===== src/rtl/usb_link_state.sv =====
// usb_link_state: USB FS/LS link-state monitor (bus reset, suspend, host resume, remote wakeup)
// Ports: clk/rst (async, active-high); rx_dp/rx_dn synchronised line; rx_activity packet start;
//        rwu_ena/rwu_req remote-wakeup enable and request; usb_rst/suspend status levels;
//        evt_reset/evt_suspend/evt_resume one-cycle events; tx_dp/tx_dn/tx_en wakeup K drive;
//        link_state 0=RESET 1=ACTIVE 2=SUSPEND 3=RESUME_HOST 4=RWU_DRIVE.
// Optional: define USB_LINK_LS_EN for low-speed J/K polarity.
module usb_link_state #(
    parameter int CLK_KHZ         = 48000,
    parameter int T_RESET_US      = 2500,
    parameter int T_SUSPEND_US    = 3000,
    parameter int T_RESUME_DET_US = 20,
    parameter int T_RWU_IDLE_US   = 5000,
    parameter int T_RWU_K_US      = 2000
) (
    input  logic       clk,
    input  logic       rst,
    input  logic       rx_dp,
    input  logic       rx_dn,
    input  logic       rx_activity,
    input  logic       rwu_ena,
    input  logic       rwu_req,
    output logic       usb_rst,
    output logic       suspend,
    output logic       evt_reset,
    output logic       evt_suspend,
    output logic       evt_resume,
    output logic       tx_dp,
    output logic       tx_dn,
    output logic       tx_en,
    output logic [2:0] link_state
);
    localparam int N_RST = CLK_KHZ * T_RESET_US / 1000;
    localparam int N_SUS = CLK_KHZ * T_SUSPEND_US / 1000;
    localparam int N_RD  = CLK_KHZ * T_RESUME_DET_US / 1000;
    localparam int N_IDL = CLK_KHZ * T_RWU_IDLE_US / 1000;
    localparam int N_RWK = CLK_KHZ * T_RWU_K_US / 1000;
    localparam int N_M1  = N_RST > N_SUS ? N_RST : N_SUS;
    localparam int N_M2  = N_M1 > N_RD ? N_M1 : N_RD;
    localparam int N_M3  = N_M2 > N_IDL ? N_M2 : N_IDL;
    localparam int N_MAX = N_M3 > N_RWK ? N_M3 : N_RWK;
    localparam int TW    = $clog2(N_MAX + 1);
    localparam logic [TW-1:0] C_RST = TW'(N_RST);
    localparam logic [TW-1:0] C_SUS = TW'(N_SUS);
    localparam logic [TW-1:0] C_RD  = TW'(N_RD);
    localparam logic [TW-1:0] C_IDL = TW'(N_IDL);
    localparam logic [TW-1:0] C_RWK = TW'(N_RWK);

    typedef enum logic [2:0] {
        S_RESET   = 3'd0,
        S_ACTIVE  = 3'd1,
        S_SUSPEND = 3'd2,
        S_RESUME  = 3'd3,
        S_RWU     = 3'd4
    } state_t;

    state_t        r_state, w_fsm, w_next;
    logic [TW-1:0] r_se0_cnt, r_tmr, r_k_cnt, w_se0_cnt, w_tmr, w_k_cnt;
    logic          r_rwu_pend, w_se0, w_j, w_k, w_rst_hit;

    assign w_se0 = ~rx_dp & ~rx_dn;
`ifdef USB_LINK_LS_EN
    localparam logic RWU_DP = 1'b1;
    assign w_j = ~rx_dp & rx_dn;
    assign w_k = rx_dp & ~rx_dn;
`else
    localparam logic RWU_DP = 1'b0;
    assign w_j = rx_dp & ~rx_dn;
    assign w_k = ~rx_dp & rx_dn;
`endif

    assign link_state = r_state;

    // Counter values are the post-edge values; thresholds compare against them so
    // an N-cycle condition acts on the Nth qualifying edge.
    always_comb begin
        w_se0_cnt = (w_se0 && r_state != S_RWU) ? ((r_se0_cnt >= C_RST) ? C_RST : r_se0_cnt + TW'(1)) : '0;
        w_k_cnt   = w_k ? ((&r_k_cnt) ? r_k_cnt : r_k_cnt + TW'(1)) : '0;
        w_tmr     = (r_state == S_ACTIVE && (!w_j || rx_activity)) ? '0 : ((&r_tmr) ? r_tmr : r_tmr + TW'(1));
        w_rst_hit = w_se0_cnt >= C_RST && (r_state == S_ACTIVE || r_state == S_SUSPEND || r_state == S_RESUME);
        w_fsm     = r_state;
        case (r_state)
            S_RESET:   w_fsm = w_se0 ? S_RESET : S_ACTIVE;
            S_ACTIVE:  w_fsm = (w_tmr >= C_SUS) ? S_SUSPEND : S_ACTIVE;
            S_SUSPEND: w_fsm = (w_k_cnt >= C_RD) ? S_RESUME : (r_rwu_pend && w_tmr >= C_IDL) ? S_RWU : S_SUSPEND;
            S_RESUME:  w_fsm = w_j ? S_ACTIVE : S_RESUME;
            S_RWU:     w_fsm = (w_tmr >= C_RWK) ? S_RESUME : S_RWU;
            default:   w_fsm = S_RESET;
        endcase
        w_next    = w_rst_hit ? S_RESET : w_fsm;
    end

    always_ff @(posedge clk or posedge rst) begin
        if (rst) begin
            r_state     <= S_RESET;
            r_se0_cnt   <= '0;
            r_tmr       <= '0;
            r_k_cnt     <= '0;
            r_rwu_pend  <= 1'b0;
            usb_rst     <= 1'b1;
            suspend     <= 1'b0;
            evt_reset   <= 1'b0;
            evt_suspend <= 1'b0;
            evt_resume  <= 1'b0;
            tx_en       <= 1'b0;
            tx_dp       <= 1'b0;
            tx_dn       <= 1'b0;
        end else begin
            r_state     <= w_next;
            r_se0_cnt   <= w_se0_cnt;
            r_k_cnt     <= w_k_cnt;
            r_tmr       <= (w_next != r_state) ? '0 : w_tmr;
            // A pending wakeup only survives while the link stays suspended.
            r_rwu_pend  <= r_state == S_SUSPEND && w_next == S_SUSPEND && (r_rwu_pend || (rwu_req && rwu_ena));
            usb_rst     <= w_next == S_RESET;
            suspend     <= w_next == S_SUSPEND || w_next == S_RESUME || w_next == S_RWU;
            evt_reset   <= w_next == S_RESET && r_state != S_RESET;
            evt_suspend <= w_next == S_SUSPEND && r_state != S_SUSPEND;
            evt_resume  <= r_state == S_RESUME && w_next == S_ACTIVE;
            tx_en       <= w_next == S_RWU;
            tx_dp       <= w_next == S_RWU && RWU_DP;
            tx_dn       <= w_next == S_RWU && !RWU_DP;
        end
    end
endmodule


===== config.mk =====
export PLATFORM = sky130hd
export DESIGN_NAME = usb_link_state
export DESIGN_NICKNAME = d
export VERILOG_FILES = /design/src/rtl/usb_link_state.sv
export SDC_FILE = /design/constraint.sdc
export NUM_CORES = 1
export LEC_CHECK = 0
export ABC_AREA = 0
export BUFFER_PORTS_ARGS = -buffer_cell sky130_fd_sc_hd__buf_2
export CORE_ASPECT_RATIO = 0.6
export CORE_MARGIN = 2
export CORE_UTILIZATION = 55
export CTS_CLUSTER_DIAMETER = 100
export DETAILED_ROUTE_END_ITERATION = 16
export MAX_ROUTING_LAYER = met4
export PLACE_DENSITY_LB_ADDON = 0.1
export SLEW_MARGIN = 20
export SYNTH_ARGS = -nofsm -noshare
export SYNTH_HDL_FRONTEND = slang
export SYNTH_SLANG_ARGS = --single-unit

===== constraint.sdc =====
create_clock -name clk -period 7.54 [get_ports clk]
set_input_delay 0.377 -clock clk [delete_from_list [all_inputs] [get_ports clk]]
set_output_delay 0.377 -clock clk [all_outputs]
set_load 0.03 [all_outputs]

## Word level (Yosys, flattened, before mapping)

Index checks and enable logic that the tools add are counted.

| storage, ports and cells | value |
|---|---|
| bits in registers | 64 |
| bits in read-only memories | 0 |
| output and inout port bits | 11 |
| memories | 0 |
| latch bits | 0 |
| input bits | 7 |
| bits in writable memories | 0 |

| cells by class | value |
|---|---|
| multipliers | 0 |
| magnitude comparators | 6 |
| bitwise gates (word level) | 5 |
| $add $sub $neg | 3 |
| muxes and demuxes | 15 |
| eq/ne operators | 11 |
| reduce and logical (&&, ||, !) cells | 22 |
| shifts and indexed selects | 0 |
| div/mod/pow operators | 0 |

Operator list:

| operator | number |
|---|---|
| 18-bit 2-to-1 mux | 7 |
| 18-bit by 1-bit adder with 18-bit output, second input constant | 3 |
| 18-bit by 17-bit >= comparator with 1-bit output, second input constant | 3 |
| 18-bit >= comparator, second input constant | 2 |
| 18-bit AND reduction | 2 |
| 18-bit by 10-bit >= comparator with 1-bit output, second input constant | 1 |
| 3-bit one-hot mux with 5 select lines | 1 |
| 3-bit by 2-bit equality test with 1-bit output, second input constant | 4 |
| 3-bit 2-to-1 mux | 4 |
| 1-bit logical AND | 10 |
| 3-bit by 1-bit equality test with 1-bit output, second input constant | 2 |
| 3-bit equality test, second input constant | 2 |
| 3-bit zero test | 2 |
| 1-bit logical OR | 6 |
| 2-bit 2-to-1 mux | 2 |
| 1-bit AND | 3 |
| 3-bit by 2-bit != test with 1-bit output, second input constant | 1 |
| 3-bit != test | 1 |
| 3-bit != test, second input constant | 1 |
| 3-bit nonzero test | 1 |
| 1-bit NOT | 2 |
| 1-bit zero test | 1 |
| 1-bit 2-to-1 mux | 1 |

## Logic depth before layout (Yosys ltp)

| logic depth | value |
|---|---|
| depth in word-level cells | 15 |
| gate-level depth with buffers | 13 |

## Worst setup path before layout

OpenSTA, ideal clock, no wires.

| timing path | value |
|---|---|
| path type | reg-to-reg |
| start point | reg r_k_cnt[0] |
| end point | reg r_tmr[13] |
| arrival time | 2815 ps |
| buffers on the path | 2 |
| clock period less this slack | 2901 ps |
| required time | 7454 ps |
| setup slack | 4639 ps |
| cell stages (with the launch flop) | 13 |
| path through | dfrtp_1 -> ha_1 -> nand4_2 -> nor3_2 -> mux2_2 -> a2111oi_0 -> a41oi_1 -> a31oi_4 -> o211ai_1 -> o311a_1 -> buf_2 -> buf_6 -> nor3_1 |

| between the ends | value |
|---|---|
| cells in the longest elaborated chain, start to end | 9 |
| elaborated cells between the ends (all ways) | 10 |

RTL lines:

| item | line | text |
|---|---|---|
| start, declared | 57 | `logic [TW-1:0] r_se0_cnt, r_tmr, r_k_cnt, w_se0_cnt, w_tmr, w_k_cnt;` |
| start signal, assigned | 110 | `r_k_cnt <= w_k_cnt;` |
| 18-bit by 1-bit adder with 18-bit output / 18-bit AND reduction (equally long branches) | 77 | `w_k_cnt = w_k ? ((&r_k_cnt) ? r_k_cnt : r_k_cnt + TW'(1)) : '0;` |
| 18-bit 2-to-1 mux (*) (2 in series) | 77 |  |
| 18-bit by 10-bit >= comparator with 1-bit output (*) | 84 | `S_SUSPEND: w_fsm = (w_k_cnt >= C_RD) ? S_RESUME : (r_rwu_pend && w_tmr >= C_IDL) ? S_RWU : S_SUSPEND;` |
| 3-bit 2-to-1 mux (*) | 84 |  |
| 3-bit one-hot mux with 5 select lines (*) | 81 | `case (r_state)` |
| 3-bit 2-to-1 mux (*) | 89 | `w_next = w_rst_hit ? S_RESET : w_fsm;` |
| 3-bit != test (*) | 111 | `r_tmr <= (w_next != r_state) ? '0 : w_tmr;` |
| 18-bit 2-to-1 mux (*) | 111 |  |
| end signal, assigned | 111 |  |
| end, declared | 57 |  |

Every way passes the cells marked *; elsewhere a longest branch is shown, timed or not.

## Worst setup path in the final report

| timing path | value |
|---|---|
| start point | reg r_tmr[0] |
| end point | reg r_tmr[1] |

| between the ends | value |
|---|---|
| cells in the longest elaborated chain, start to end | 11 |
| elaborated cells between the ends (all ways) | 16 |

RTL lines:

| item | line | text |
|---|---|---|
| 18-bit by 1-bit adder with 18-bit output / 18-bit AND reduction (equally long branches) | 78 | `w_tmr = (r_state == S_ACTIVE && (!w_j \|\| rx_activity)) ? '0 : ((&r_tmr) ? r_tmr : r_tmr + TW'(1));` |
| 18-bit 2-to-1 mux (*) (2 in series) | 78 |  |
| 18-bit >= comparator | 84 |  |
| 1-bit logical AND | 84 |  |
| 3-bit 2-to-1 mux (2 in series) | 84 |  |
| 3-bit one-hot mux with 5 select lines | 81 |  |
| 3-bit 2-to-1 mux | 89 |  |
| 3-bit != test | 111 |  |
| 18-bit 2-to-1 mux (*) | 111 |  |

Marked as above.

==> reports/results.ini <==
[run_status]
status=completed

[timing]
skew_ns=0.01282
final_max_slew_viol_count=0
setup_violations=0
setup_slack_ns=3.662
relSlewSlack_pct=37.91
worstMarginPinSlew_ns=0.9193
fin_tns_setup_ns=0
rsz0062_at_grt=no
timing.final.crit_share_pct=51.44
fmax_ghz=0.2578
fin_crit_ns=3.878
finalHoldViolations=0

[worst_setup_path]
start_kind=flop
crit_fanout=18
critPathKind=flop to flop
required_ns=7.76
worst_path_most_repeated_cell=nor4_1
endpoint_kind=flop
cpPeakStageDelay_ns=0.59
crit_path_top_delay_cell=nor4_1
critPathTopFamily=simple AND/OR/NAND/NOR gates
critPathBufInv=0
path_cells=ha_1 > nand4_1 > nor4_1 > mux2i_1 > nand2b_1 > o22ai_1 > a221oi_1 > o211ai_1 > o311a_1 > nor4_1
cp.arrival_ns=4.10

[synthesis]
synthCells=480
syn_area_um2=4283
synth_flop_cell=dfrtp_1
seq_area_frac_synth_pct=37.42
synth.avg_cell_area_um2=8.923
synth_edf_count=0
ys_types=81
ys_ff_latch=64
synthArstFlopShare_pct=100.0
yosys_warnings=0

[power_and_ir_drop]
p_int_w=0.0006172
vdd_drop_max_mv=0.1316
power_density_nw_per_um2=188.5
p_leak_nw=1.888
combPwrFrac_pct=13.0
sw_frac_of_total_pct=28.98
clockPowerShare_pct=44.1
finalPower_w=0.0008691
p_sw_w=0.0002519
sequentialPowerShare_pct=42.9

[floorplanning]
initial_utilization_pct=57.74
die_h_um=72.36
die_w_um=117.9
die_area_um2=8532
core_um2=7417
rows=24
io_pins=18

[routing]
wl_per_cell_um=17.63
wirelength_mm=10.37
drc=0
drt-vias-per-instance=6.446
dr.pass1.iters=5
drtAntennaViolNets=0
drtIter0Drc=341
vias=3790

[layout]
final_common_cell=dfrtp_1
drive_gt1_share_pct=14.88
final_cell_mix=63 x dfrtp_1, 44 x nor2_1, 41 x nand2_1, 27 x nand3_1
final_core_util_pct=62.16
n_fill_cell=650
n_antenna_cell=0
synthToLayoutAreaGrowth_pct=7.654
nets=490
fin_area_um2=4611

[clock_network]
ctsLongestPathBuffers=2
cts_hold_buf=0
cts_max_level=3
clockRootBuffer=clkbuf_16
cts_buffers=9
cts_tree=built
numClockSinks=64
postCtsSetupRepairBufs=0
ctsResizeCount=0
clk_latency_ns=0.34
path_clk_slew_ns=0.06

[global_route]
grt_usage_pct=26.81
antenna_found_initial=0
grt_pass1_wl_mm=17.39
grt_pass1_vias=3400
overflow=0
grt_max_degree=65

[place]
place_congestion=0.9674
place_hpwl_mm=7.457
place_area_um2=4335
io_buffers=16
place_ws_ns=3.740

[flow_run]
maxCapViolCount=0

[hold_path]
hold_class=input pin to asynchronous set/reset pin

cell usage after synthesis, drive strengths merged, types with 3 or more instances:
library cell	instances	area, µm²
clkbuf	14	52.55
buf	17	123.9
xnor2	12	105.1
nand2	42	165.2
o311ai	3	26.28
a41oi	5	43.79
nor3	25	201.4
mux2i	5	50.05
nand3b	4	30.03
o22ai	4	25.02
o311a	4	40.04
and2	7	43.79
o31ai	3	22.52
nor4	12	81.33
nor2	45	171.4
o21ai	15	78.83
and4	12	108.9
or2	5	31.29
a211oi	4	30.03
nor3b	3	27.52
a31oi	15	108.9
xor2	16	140.1
a21oi	22	121.4
and3	9	56.30
ha	4	50.05
dfrtp	63	1577
nand3	28	145.1
nand2b	5	31.28
inv	13	48.80
o211ai	8	73.82
nand4	20	131.4
worst paths after layout:
kind | start | end | slack (ns) | cells past startpoint
max reg2reg | r_tmr[0] | r_tmr[1] | 3.66 | 10
min in group clk | r_k_cnt[1] | r_k_cnt[1] | 0.55 | 2
min | rst | r_tmr[12] | 0.27 | 3
max in group asynchronous | rst | r_k_cnt[3] | 6.77 | 3
max | r_tmr[0] | r_tmr[1] | 3.66 | 10
min reg2reg | r_k_cnt[1] | r_k_cnt[1] | 0.55 | 2
routing by layer:
layer / wire length, µm / up-vias / global-route usage, % / part of all wire, %
met5: 0 / - / - / 0
met3: 810 / 15 / 6.761 / 7.8
met1: 5529 / 1814 / 41.57 / 53
li1: - / 1802 / - / -
met4: 152 / 0 / 8.300 / 1.5
met2: 3874 / 159 / 33.14 / 37
cell type report:
cell class                      count  area [µm²]  area share (%)
Clock buffer                       11       242.7           5.265
Clock inverter                      5       32.53          0.7056
Inverter                           13       48.80           1.058
Multi-Input combinational cell    373        2459           53.32
Sequential cell                    64        1603           34.76
Tap cell                          104       130.1           2.822
Timing Repair Buffer               18       95.09           2.062
kinds of logic after synthesis:
logic type / synth area share (%)
and+or+nand+nor: 30.50
muxes: 1.694
AOI/OAI and AO/OA: 18.14
xor gates and xnor gates: 5.726
buffers and inverters: 5.258
adders and majority gates: 1.169
other: 0.08756
DFF: 37.42
registers in the layout (all words and copies together) (netlist names), 3 cells and up:
name	flops
link_state	3
r_k_cnt	18
r_se0_cnt	18
r_tmr	18
through the flow:
stage          hold slack, ns  std cells
6_report               0.2656        588
5_1_grt                0.3384        588
4_1_cts                0.2922        588
2_1_floorplan          0.5051        481
3_5_place_dp           0.5460        572
3_3_place_gp           0.5282        572
power by group through the flow:
stage / Clock [W] / Combinational, W / Sequential, W
5_1_grt: 0.000410 / 0.000123 / 0.000376
3_3_place_gp: 0 / 0.000110 / 0.000378
2_1_floorplan: 0 / 0.0000847 / 0.000380
3_5_place_dp: 0 / 0.000111 / 0.000378
6_report: 0.000383 / 0.000113 / 0.000373
4_1_cts: 0.000390 / 0.000111 / 0.000372
worst reg2reg max path, delay by kind of cell (launching register included):
family	cells	cell delay, ns
adders and majority gates	1	0.39
and+or+nand+nor	4	1.48
muxes	1	0.44
DFF	1	0.38
AOI/OAI and AO/OA	4	1.07
Note: power is estimated with default switching activity, not from simulation.
